File: src/rtl/dma_cmd_seq.sv
// dma_cmd_seq: queues DMA descriptors in a small FIFO and issues them one at a
// time to a DMA engine, waiting for a completion pulse between descriptors.
//
// Ports
//   hclk, hresetn                 clock, asynchronous active-low reset
//   i_desc_valid / o_desc_ready   descriptor push handshake (ready = FIFO not full)
//   i_desc_*                      descriptor fields to push
//   o_dma_req                     held high for 3 cycles per issued descriptor
//   o_src_addr .. o_dst_rev       fields of the descriptor being issued
//   i_dma_done                    completion pulse, honoured only while waiting
//   o_busy                        sequencer active or descriptors queued
//   o_irq / i_irq_clr             queue-drained interrupt and its clear
//   o_err / i_err_clr             sticky error (bad burst, or timeout) and its clear
//   o_level, o_done_cnt           FIFO occupancy, completed descriptor count
//
// Build option: define DMA_SEQ_TIMEOUT_EN to abort a WAIT after TIMEOUT cycles.

package dma_cmd_seq_pkg;
    typedef struct packed {
        logic [31:0] src;
        logic [31:0] dst;
        logic [15:0] poly_deg;
        logic [14:0] addr_inc;
        logic [14:0] burst;
        logic        src_rev;
        logic        dst_rev;
    } desc_t;
endpackage

module dma_cmd_seq
    import dma_cmd_seq_pkg::*;
#(
    parameter int unsigned DEPTH   = 4,
    parameter logic [15:0] TIMEOUT = 16'hFFFF
) (
    input  logic        hclk,
    input  logic        hresetn,
    input  logic        i_desc_valid,
    output logic        o_desc_ready,
    input  logic [31:0] i_desc_src,
    input  logic [31:0] i_desc_dst,
    input  logic [15:0] i_desc_poly_deg,
    input  logic [14:0] i_desc_addr_inc,
    input  logic [14:0] i_desc_burst,
    input  logic        i_desc_src_rev,
    input  logic        i_desc_dst_rev,
    output logic        o_dma_req,
    output logic [31:0] o_src_addr,
    output logic [31:0] o_dst_addr,
    output logic [15:0] o_poly_deg,
    output logic [14:0] o_addr_inc,
    output logic [14:0] o_burst_size,
    output logic        o_src_rev,
    output logic        o_dst_rev,
    input  logic        i_dma_done,
    output logic        o_busy,
    output logic        o_irq,
    input  logic        i_irq_clr,
    output logic        o_err,
    input  logic        i_err_clr,
    output logic [4:0]  o_level,
    output logic [15:0] o_done_cnt
);
    localparam int unsigned AW = (DEPTH > 1) ? $clog2(DEPTH) : 1;
    localparam int unsigned LW = 5;

    typedef enum logic [1:0] {IDLE = 2'd0, LOAD = 2'd1, REQ = 2'd2, WAIT = 2'd3} state_t;

    state_t          state_q, state_d;
    desc_t           mem [DEPTH];
    desc_t           wr_desc_c, head_c;
    logic [AW-1:0]   wr_ptr_q, rd_ptr_q;
    logic [LW-1:0]   level_q, level_d;
    logic [1:0]      req_cnt_q, req_cnt_d;
    logic            push_c, pop_c, err_set_c, irq_set_c, done_inc_c, timeout_c;

    assign push_c    = i_desc_valid && o_desc_ready;
    assign wr_desc_c = '{src: i_desc_src, dst: i_desc_dst, poly_deg: i_desc_poly_deg,
                         addr_inc: i_desc_addr_inc, burst: i_desc_burst,
                         src_rev: i_desc_src_rev, dst_rev: i_desc_dst_rev};
    assign head_c    = mem[rd_ptr_q];
    assign o_level   = level_q;

`ifdef DMA_SEQ_TIMEOUT_EN
    // Cycles spent in the current WAIT; the last allowed cycle triggers the abort.
    logic [15:0] wait_cnt_q;

    always_ff @(posedge hclk or negedge hresetn) begin
        if (!hresetn)              wait_cnt_q <= '0;
        else if (state_q != WAIT)  wait_cnt_q <= '0;
        else                       wait_cnt_q <= wait_cnt_q + 16'd1;
    end

    assign timeout_c = (state_q == WAIT) && (wait_cnt_q == TIMEOUT - 16'd1);
`else
    assign timeout_c = 1'b0;
`endif

    // Descriptor storage; pointers wrap naturally since DEPTH is a power of 2.
    always_ff @(posedge hclk) begin
        if (push_c) mem[wr_ptr_q] <= wr_desc_c;
    end

    always_ff @(posedge hclk or negedge hresetn) begin
        if (!hresetn) begin
            wr_ptr_q <= '0;
            rd_ptr_q <= '0;
            level_q  <= '0;
        end else begin
            if (push_c) wr_ptr_q <= wr_ptr_q + AW'(1);
            if (pop_c)  rd_ptr_q <= rd_ptr_q + AW'(1);
            level_q <= level_d;
        end
    end

    always_comb begin
        level_d = level_q;
        if (push_c && !pop_c)      level_d = level_q + LW'(1);
        else if (!push_c && pop_c) level_d = level_q - LW'(1);
    end

    // State register.
    always_ff @(posedge hclk or negedge hresetn) begin
        if (!hresetn) begin
            state_q   <= IDLE;
            req_cnt_q <= '0;
        end else begin
            state_q   <= state_d;
            req_cnt_q <= req_cnt_d;
        end
    end

    // Next state and per-cycle events. A push into an empty FIFO starts LOAD
    // immediately so the first request follows the push by two cycles.
    always_comb begin
        state_d    = state_q;
        req_cnt_d  = req_cnt_q;
        pop_c      = 1'b0;
        err_set_c  = 1'b0;
        irq_set_c  = 1'b0;
        done_inc_c = 1'b0;
        case (state_q)
            IDLE: begin
                if (level_q != '0 || push_c) state_d = LOAD;
            end
            LOAD: begin
                pop_c = 1'b1;
                if (head_c.burst[14:4] != '0) begin
                    state_d   = REQ;
                    req_cnt_d = '0;
                end else begin
                    state_d   = IDLE;
                    err_set_c = 1'b1;
                end
            end
            REQ: begin
                if (req_cnt_q == 2'd2) state_d = WAIT;
                else                   req_cnt_d = req_cnt_q + 2'd1;
            end
            WAIT: begin
                if (i_dma_done) begin
                    state_d    = IDLE;
                    done_inc_c = 1'b1;
                    irq_set_c  = (level_q == '0) && !push_c;
                end else if (timeout_c) begin
                    state_d   = IDLE;
                    err_set_c = 1'b1;
                end
            end
            default: state_d = IDLE;
        endcase
    end

    // Registered outputs; fields latch on the pop and hold until the next one.
    always_ff @(posedge hclk or negedge hresetn) begin
        if (!hresetn) begin
            o_desc_ready <= 1'b1;
            o_dma_req    <= 1'b0;
            o_busy       <= 1'b0;
            o_irq        <= 1'b0;
            o_err        <= 1'b0;
            o_done_cnt   <= '0;
            {o_src_addr, o_dst_addr, o_poly_deg, o_addr_inc,
             o_burst_size, o_src_rev, o_dst_rev} <= '0;
        end else begin
            o_desc_ready <= (level_d != LW'(DEPTH));
            o_dma_req    <= (state_d == REQ);
            o_busy       <= (state_d != IDLE) || (level_d != '0);
            if (irq_set_c)      o_irq <= 1'b1;
            else if (i_irq_clr) o_irq <= 1'b0;
            if (err_set_c)      o_err <= 1'b1;
            else if (i_err_clr) o_err <= 1'b0;
            if (done_inc_c)     o_done_cnt <= o_done_cnt + 16'd1;
            if (pop_c) begin
                {o_src_addr, o_dst_addr, o_poly_deg, o_addr_inc,
                 o_burst_size, o_src_rev, o_dst_rev} <= head_c;
            end
        end
    end
endmodule

File: config.mk
export PLATFORM = sky130hd
export DESIGN_NAME = dma_cmd_seq
export DESIGN_NICKNAME = d
export VERILOG_FILES = /design/src/rtl/dma_cmd_seq.sv
export SDC_FILE = /design/constraint.sdc
export NUM_CORES = 1
export LEC_CHECK = 0
export CAP_MARGIN = 20
export CORE_UTILIZATION = 50
export DETAILED_ROUTE_END_ITERATION = 10
export PLACE_DENSITY = 0.73
export SYNTH_ARGS = -nofsm -noshare
export SYNTH_HDL_FRONTEND = slang
export SYNTH_SLANG_ARGS = --single-unit
File: constraint.sdc
create_clock -name hclk -period 4 [get_ports hclk]
set_input_delay 1.2 -clock hclk [delete_from_list [all_inputs] [get_ports hclk]]
set_output_delay 1.2 -clock hclk [all_outputs]
set_load 0.01 [all_outputs]
## Yosys cells after proc, flatten, opt, wreduce, memory -nomap -nowiden

Memories as Yosys holds them, arrays and structs flattened.
Cells that the tools add are included.

| storage, ports and cells | value |
|---|---|
| bits in registers | 146 |
| bits in writable memories | 448 |
| output and inout port bits | 138 |
| word-level logic and storage cells | 74 |
| memories kept | 1 |

| cells by class | value |
|---|---|
| $add $sub $neg | 6 |
| equality and inequality tests | 8 |
| mux-type cells | 23 |
| reduce and logical (&&, ||, !) cells | 18 |

Memories:

| name | words | width | rd ports | clocked after memory_dff | wr ports | line | source |
|---|---|---|---|---|---|---|---|
| mem | 4 | 112 | 1 | 0 | 1 | 70 | `desc_t mem [DEPTH];` |

Operator list:

| cell | count |
|---|---|
| 16-bit by 1-bit adder with 16-bit output, second input constant | 1 |
| 1-bit two-way mux | 13 |
| 2-bit two-way mux | 6 |
| 11-bit nonzero test | 1 |
| 5-bit two-way mux | 2 |
| 5-bit nonzero test | 2 |
| 2-bit == test, second input constant | 4 |
| 2-bit case mux with 4 select lines | 1 |
| 2-bit nonzero test | 4 |
| 2-bit by 1-bit adder with 2-bit output, second input constant | 3 |
| 5-bit by 1-bit adder with 5-bit output, second input constant | 1 |
| 5-bit zero test | 1 |
| 5-bit by 3-bit != test with 1-bit output, second input constant | 1 |
| 5-bit by 1-bit subtractor with 5-bit output, second input constant | 1 |
| 1-bit logical AND | 4 |
| 2-bit != test, second input constant | 2 |
| 2-bit case mux with 2 select lines | 1 |
| 3-bit AND reduction | 1 |
| 2-bit by 1-bit == test with 1-bit output, second input constant | 1 |
| 1-bit zero test | 2 |
| 2-bit zero test | 1 |
| 1-bit logical OR | 2 |

## Longest topological paths before layout

Gate-level depths: netlist of run 1.

| depth | value |
|---|---|
| word-level depth | 7 |
| gate-level depth with buffers | 7 |

## Worst setup path after synthesis of run 1

No wires, ideal clock.

| timing | value |
|---|---|
| path type | input -> register |
| from | in i_desc_valid |
| to | mem mem[0][0] in the netlist's numbering, enable pin |
| arrival time | 3.839 ns |
| data required time | 3.516 ns |
| path slack | -0.324 ns |
| cell stages on the path | 1 |
| cell sequence | and3_1 |

| on the way | value |
|---|---|
| longest elaborated chain between the ends | 3 |

Ends and longest elaborated chain:

| what | line | source |
|---|---|---|
| from (decl) | 38 | `input logic i_desc_valid,` |
| 1-bit logical AND | 77 | `assign push_c = i_desc_valid && o_desc_ready;` |
| 1-bit two-way mux | 101 | `if (push_c) mem[wr_ptr_q] <= wr_desc_c;` |
| 1-bit two-way mux (not written as such) | 101 |  |
| to (decl) | 70 |  |

No other way between the ends.

## Worst setup path after layout of run 1

| timing | value |
|---|---|
| from | reg o_desc_ready |
| to | out o_desc_ready |

RTL lines:

| what | line | source |
|---|---|---|
| from (decl) | 39 | `output logic o_desc_ready,` |
| from (signal assigned) | 186 | `o_desc_ready <= (level_d != LW'(DEPTH));` |

No word-level cell between the ends.

==> results of run 1 <==
[power by group]
group | total (uW) | switching (uW) | leakage (uW) | internal [uW]
logic | 5750 | 2870 | 0.00316 | 2880
clock network | 5580 | 2260 | 0.000970 | 3320
registers | 9060 | 758 | 0.00594 | 8300
total | 20400 | 5890 | 0.0101 | 14500
[routing by layer]
metal | routed length (um) | up-vias | global-route usage, %
li1 | - | 5132 | -
met1 | 19600 | 5895 | 29.7
met2 | 21600 | 332 | 32.9
met3 | 3150 | 73 | 4.81
met4 | 922 | 6 | 6.05
met5 | 42 | - | 0
[through the flow]
stage / util, % / power [uW] / area (um^2)
after detailed placement: 58.7 / 15000 / 25300
final: 63.3 / 20400 / 27300
after floorplan: - / 12500 / 22000
after CTS: 63.3 / 20600 / 27300
after global placement: 58.7 / 14900 / 25300
after global routing: 63.3 / 21400 / 27300
[worst max-delay path by stage]
stage | endpoint | startpoint
2_1_floorplan | mem[0][0]$_DFFE_PP_ | i_desc_valid
3_3_place_gp | o_busy$_DFF_PN0_ | i_desc_valid
3_5_place_dp | o_busy$_DFF_PN0_ | i_desc_valid
4_1_cts | o_desc_ready | o_desc_ready$_DFF_PN1_
5_1_grt | o_desc_ready | o_desc_ready$_DFF_PN1_
6_report | o_desc_ready | o_desc_ready$_DFF_PN1_
[cells by family (layout without fill, tap and decap cells)]
logic type | count (synthesis) | after routing | share of synthesized area [%]
buf+inv | 64 | 397 | 1.33
simple gates | 401 | 401 | 7.45
fa+ha+maj | 8 | 8 | 0.455
other cells | 0 | 1 | 0
compound gates | 19 | 19 | 0.569
flops | 594 | 594 | 77.8
mux | 112 | 112 | 11.5
xor+xnor | 21 | 21 | 0.899
[cells in the final DEF, fill, tap and decap left out, types with 11 or more instances in the layout]
master,netlist,final
buf_4,0,11
clkbuf_1,17,13
clkbuf_16,0,59
clkdlybuf4s50_1,0,254
clkinv_2,0,14
dfrtp_1,145,143
edfxtp_1,448,448
mux4_2,112,112
nand2_1,349,349
nand3_1,12,12
xnor2_1,15,15
[sequential cells by signal, indices dropped and copies added (netlist names), 5 cells and up]
signal        cells
o_addr_inc       15
o_src_addr       32
o_done_cnt       16
mem             448
o_poly_deg       16
o_dst_addr       32
o_level           5
o_burst_size     15
[cell type report]
cell class              count  area (um^2)  area share (%)
repair buffers            277         2860            10.5
well taps                 585          732            2.68
inverters                  10         37.5           0.137
diodes                      1         2.50         0.00915
clock buffers              77         1590            5.83
clock inverters            33          384            1.40
multi-input cells         561         4620            16.9
flip-flops and latches    594        17100            62.6
==> out/qor.yml, run 1 <==
sta:
  fin_skew_ns: 0.0183
  fin_crit_ns: 2.99
  unrepaired_setup_endpoints_after_global_routing: "false"
  fin_hold_ws_ns: 0.470
  total_count_of_hold_check_failures_in_the_final_report: 0
  final_max_slew_viol_count: 0
  tightestPinTransition_ns: 0.917
  timing.setup.tns_ns: 0
  setup_violations: 0
  timing.slew.headroom_pct: 38.9
  final_min_period_over_clock_period_pct: 74.7
  achievable-frequency_ghz: 0.335
  final_critical_path_setup_slack_ns: 1.01
floorplan:
  design.die.area_um2: 44800
  core_area_um2: 43200
  fp.dieH_um: 212
  floorplan.initialDensity_pct: 50.9
  rows: 76
  i_o_pin_count: 256
  floorplan.die.width_um: 212
worst_setup_path:
  regToRegEndpoint: "o_busy$_DFF_PN0_"
  worstSetupStartpointType: "register"
  critPathMaxFanout: 7
  max_stage_delay_on_crit_path_ns: 0.62
  crit_family: "flip-flops"
  arrival_ns: 1.79
  cp_cell_instances: "clkdlybuf4s50_1"
  critPathCaptureType: "output pin"
  setup.reg_to_reg.worst_slack_ns: 1.32
  worstRegToRegCells: 5
  cp_num_buf_inv: 1
  critical_path_depth: 1
  crit_type: "reg -> out"
  r2r_start: "rd_ptr_q[0]$_DFFE_PN0P_"
  worstPathRequired_ns: 2.80
  critical-path-slowest-cell: "dfstp_2"
finish:
  nets: 1628
  drive_above_1_share_pct: 15.5
  filler_cell_count: 3089
  layout-area-overhead-vs-synth_pct: 24.4
  post_route_non_filler_standard_cell_count: 2138
route:
  drt-vias-per-instance: 5.35
  first_iter_violations: 976
  drt_pass1_iterations: 5
  vias_after_detailed_routing: 11400
  remaining_number_of_nets_flagged_by_the_antenna_check_after_routing: 0
  post-route-drc-count: 0
  postRouteWirelength_mm: 45.3
  drt-wirelength-per-cell_um: 21.2
synth:
  postSynthCellCount: 1219
  mappedNetlistArea_um2: 22000
  syn-mean-instance-area_um2: 18.0
  yosysWarnings: 0
  ys_ff_latch: 594
  syn-num-nets: 1345
  synth_top_area_share_pct: 61.2
  synth-edff-count: 448
  synth_commonest_cells: "448 x edfxtp_1, 349 x nand2_1, 145 x dfrtp_1"
  count_leader_synth: "edfxtp_1"
  count_of_unique_library_cells_instantiated_by_yosys: 42
  sequential_to_total_area_share_from_yosys_stat_pct: 77.8
  synthArstFlopShare_pct: 24.6
  synth_top_area_cell: "edfxtp_1"
  dominantRegCellSynth: "edfxtp_1"
  yosys-top-cells-area: "edfxtp_1 61%, dfrtp_1 17%, mux4_2 11%, nand2_1 6.0%, buf_2 0.66%"
pwr:
  total_leakage_power_uw: 0.0101
  power.ir.vdd_worst_mv: 0.427
  cellPowerDensity_nw_per_um2: 746
placement:
  post-place-ws_ns: 0.638
  buffer_ports.inserted: 255
  post-place-cells: 2026
  post-dp-hpwl_mm: 27.6
  gpl.final_weighted_congestion: 0.790
min_path:
  holdPathStages: 2
  hold-path-endpoint: "o_dst_addr[3]$_DFFE_PN0P_"
  hold_class: "reg -> reg"
  worst_hold_start: "o_dst_addr[3]$_DFFE_PN0P_"
clock_tree:
  clock_insertion_delay_worst_skew_ns: 0.62
  tritoncts_clock_tree: "yes"
  cts-resized-gates: 0
  htreeDepth: 2
  clock-root-buffer: "clkbuf_16"
  clk_pin_slew_ns: 0.06
  number_of_buffers_added_by_the_clock_tree_synthesis_step: 58
  clock_sink_count: 594
  cts_max_path_buffers: 3
  ctsHoldBuffers: 0
  cts_setup_buffers: 0
global_routing:
  grt_overflow_total: 0
  grt_pass1_vias: 11900
  grt_max_degree: 70
  grt_first_pass_wirelength_mm: 70.0
  grt_antenna_before_repair: 4
  groute.usage.overall_pct: 21.0
job:
  drv.max_cap_violation_count: 0
status:
  status: "complete, no violations"
Note: power is estimated with default switching activity, not from simulation.
==> run 2, diff against run 1 <==
--- a/config.mk
+++ b/config.mk
@@ -6,9 +6,9 @@
 export NUM_CORES = 1
 export LEC_CHECK = 0
 export CAP_MARGIN = 20
-export CORE_UTILIZATION = 50
+export CORE_UTILIZATION = 56
 export DETAILED_ROUTE_END_ITERATION = 10
-export PLACE_DENSITY = 0.73
+export PLACE_DENSITY = 0.78
 export SYNTH_ARGS = -nofsm -noshare
 export SYNTH_HDL_FRONTEND = slang
 export SYNTH_SLANG_ARGS = --single-unit
==> constraint.sdc (replaced) <==
create_clock -name hclk -period 2.8 [get_ports hclk]
set_input_delay 0.84 -clock hclk [delete_from_list [all_inputs] [get_ports hclk]]
set_output_delay 0.84 -clock hclk [all_outputs]
set_load 0.01 [all_outputs]
==> out/qor.yml, run 2 (synthesis results as in run 1) <==
finish:
  most_frequent_cells_in_the_layout: "448 x edfxtp_1, 349 x nand2_1, 254 x clkdlybuf4s50_1, 143 x dfrtp_1, 112 x mux4_2"
  multi_input_area_um2: 4620
  final_cell_area_um2: 27500
  largest-register: "mem"
  layout-area-overhead-vs-synth_pct: 25.0
  final_core_utilization_pct: 71.1
  nets: 1650
  drive_above_1_share_pct: 16.7
  leading_cell_type_in_the_layout_fill_and_taps_excluded: "edfxtp_1"
  regArea_um2: 17100
  filler_cell_count: 2367
  flip_flop_count_of_the_largest_register_all_copies_and_words_added: 448
worst_setup_path:
  arrival_ns: 1.76
  critical-path-slowest-cell: "dfstp_2"
  regToRegEndpoint: "o_busy$_DFF_PN0_"
  worstPathRequired_ns: 1.96
  worstSetupStartpointType: "register"
  setup.reg_to_reg.worst_slack_ns: 0.29
  cp_num_buf_inv: 1
  critPathMaxFanout: 7
  worstRegToRegCells: 5
  crit_type: "reg -> out"
  crit_family: "flip-flops"
  r2r_start: "rd_ptr_q[0]$_DFFE_PN0P_"
  critPathCaptureType: "output pin"
  max_stage_delay_on_crit_path_ns: 0.62
  cp_cell_instances: "clkdlybuf4s50_1"
clock_tree:
  cts_max_path_buffers: 3
  htreeDepth: 2
  cts-resized-gates: 0
  clock_insertion_delay_worst_skew_ns: 0.61
  clock_sink_count: 594
  cts_setup_buffers: 0
  tritoncts_clock_tree: "yes"
  clk_pin_slew_ns: 0.06
  clock-root-buffer: "clkbuf_16"
  ctsHoldBuffers: 0
  number_of_buffers_added_by_the_clock_tree_synthesis_step: 58
placement:
  gpl.final_weighted_congestion: 0.781
  buffer_ports.inserted: 255
  placement.cell_area_um2: 25600
  post-dp-hpwl_mm: 28.1
global_routing:
  grt_antenna_before_repair: 6
  grt_max_degree: 69
  grt_pass1_vias: 12300
  groute.usage.overall_pct: 23.7
  grt_first_pass_wirelength_mm: 71.6
  grt_util_met3_pct: 6.12
  busiest_layer: "met2"
  use_met1_pct: 32.0
  globalRouteMet2Util_pct: 38.8
  grt_overflow_total: 0
pwr:
  cellPowerDensity_nw_per_um2: 1060
  combinationalPowerShare_pct: 29.2
  clockPowerShare_pct: 26.2
  total_leakage_power_uw: 0.0102
  cellInternalPower_uw: 20600
  seq_power_share_pct: 44.6
  power_switching_share_pct: 29.2
  netSwitchingPower_uw: 8480
  power.ir.vdd_worst_mv: 0.761
route:
  remaining_number_of_nets_flagged_by_the_antenna_check_after_routing: 0
  post-route-drc-count: 0
  drt_pass1_iterations: 5
  postRouteWirelength_mm: 45.9
  first_iter_violations: 888
  drt-vias-per-instance: 5.53
  drt-wirelength-per-cell_um: 21.9
  vias_after_detailed_routing: 11600
sta:
  total_count_of_hold_check_failures_in_the_final_report: 0
  achievable-frequency_ghz: 0.384
  final_max_slew_viol_count: 0
  timing.setup.tns_ns: 0
  fin_skew_ns: 0.0213
  tightestPinTransition_ns: 0.806
  fin_crit_ns: 2.60
  final_min_period_over_clock_period_pct: 93.0
  unrepaired_setup_endpoints_after_global_routing: "false"
  setup_violations: 0
  timing.slew.headroom_pct: 46.3
floorplan:
  floorplan.initialDensity_pct: 56.9
  fp.dieH_um: 200
  i_o_pin_count: 256
  floorplan.die.width_um: 200
  rows: 72
  core_area_um2: 38600
  design.die.area_um2: 40100
job:
  drv.max_cap_violation_count: 0
min_path:
  hold_class: "in -> async"
status:
  status: "complete, no violations"
[run 2: changes by cell type in the layout (fill, tap and decap cells not counted), sizes merged]
cell / delta
clkinv: -2
diode: +4
bufinv: -5
clkinvlp: -1
clkbuf: +5
buf: +22
inv: +1
[run 2: worst max path at each step]
| stage | start | end | slack [ns] | cells after the start |
|---|---|---|---|---|
| final | o_desc_ready$_DFF_PN1_ | o_desc_ready | 0.20 | 1 |
| after floorplan | i_desc_valid | mem[0][0]$_DFFE_PP_ | 0.11 | 1 |
| after global routing | o_desc_ready$_DFF_PN1_ | o_desc_ready | 0.14 | 1 |
| after detailed placement | i_desc_valid | o_busy$_DFF_PN0_ | 0.09 | 8 |
| after global placement | i_desc_valid | o_busy$_DFF_PN0_ | 0.16 | 8 |
| after CTS | o_desc_ready$_DFF_PN1_ | o_desc_ready | 0.16 | 1 |
[run 2: area by class of cell]
cell class | count | share of cell area, %
antenna | 5 | 0.0455
clock buffer | 82 | 6.12
clock inverter | 26 | 0.815
inverter | 10 | 0.137
multi-input combinational | 561 | 16.8
sequential | 594 | 62.3
tap | 518 | 2.36
timing repair buffer | 299 | 11.4
[run 2: routing by layer]
metal	wire length, um	vias up
li1	-	5193
met2	22900	407
met5	13	-
met1	18400	5915
met4	907	2
met3	3620	66
[run 2: stage by stage]
| stage | setup WS [ns] | cells | hold slack, ns | total power [uW] |
|---|---|---|---|---|
| floorplan | 0.111 | 1219 | 0.508 | 17800 |
| global placement | 0.157 | 1982 | 0.456 | 21400 |
| detailed placement | 0.0869 | 1982 | 0.461 | 21700 |
| CTS | 0.159 | 2090 | 0.170 | 29400 |
| global route | 0.136 | 2090 | 0.195 | 30500 |
| finish | 0.196 | 2095 | 0.194 | 29100 |
[run 2: power groups by stage]
stage               Combinational, uW  Clock, uW  Sequential, uW
finish                           8490       7620           13000
global route                     9190       8120           13200
floorplan                        4690          0           13100
CTS                              8640       7760           13000
global placement                 8400          0           13000
detailed placement               8580          0           13100
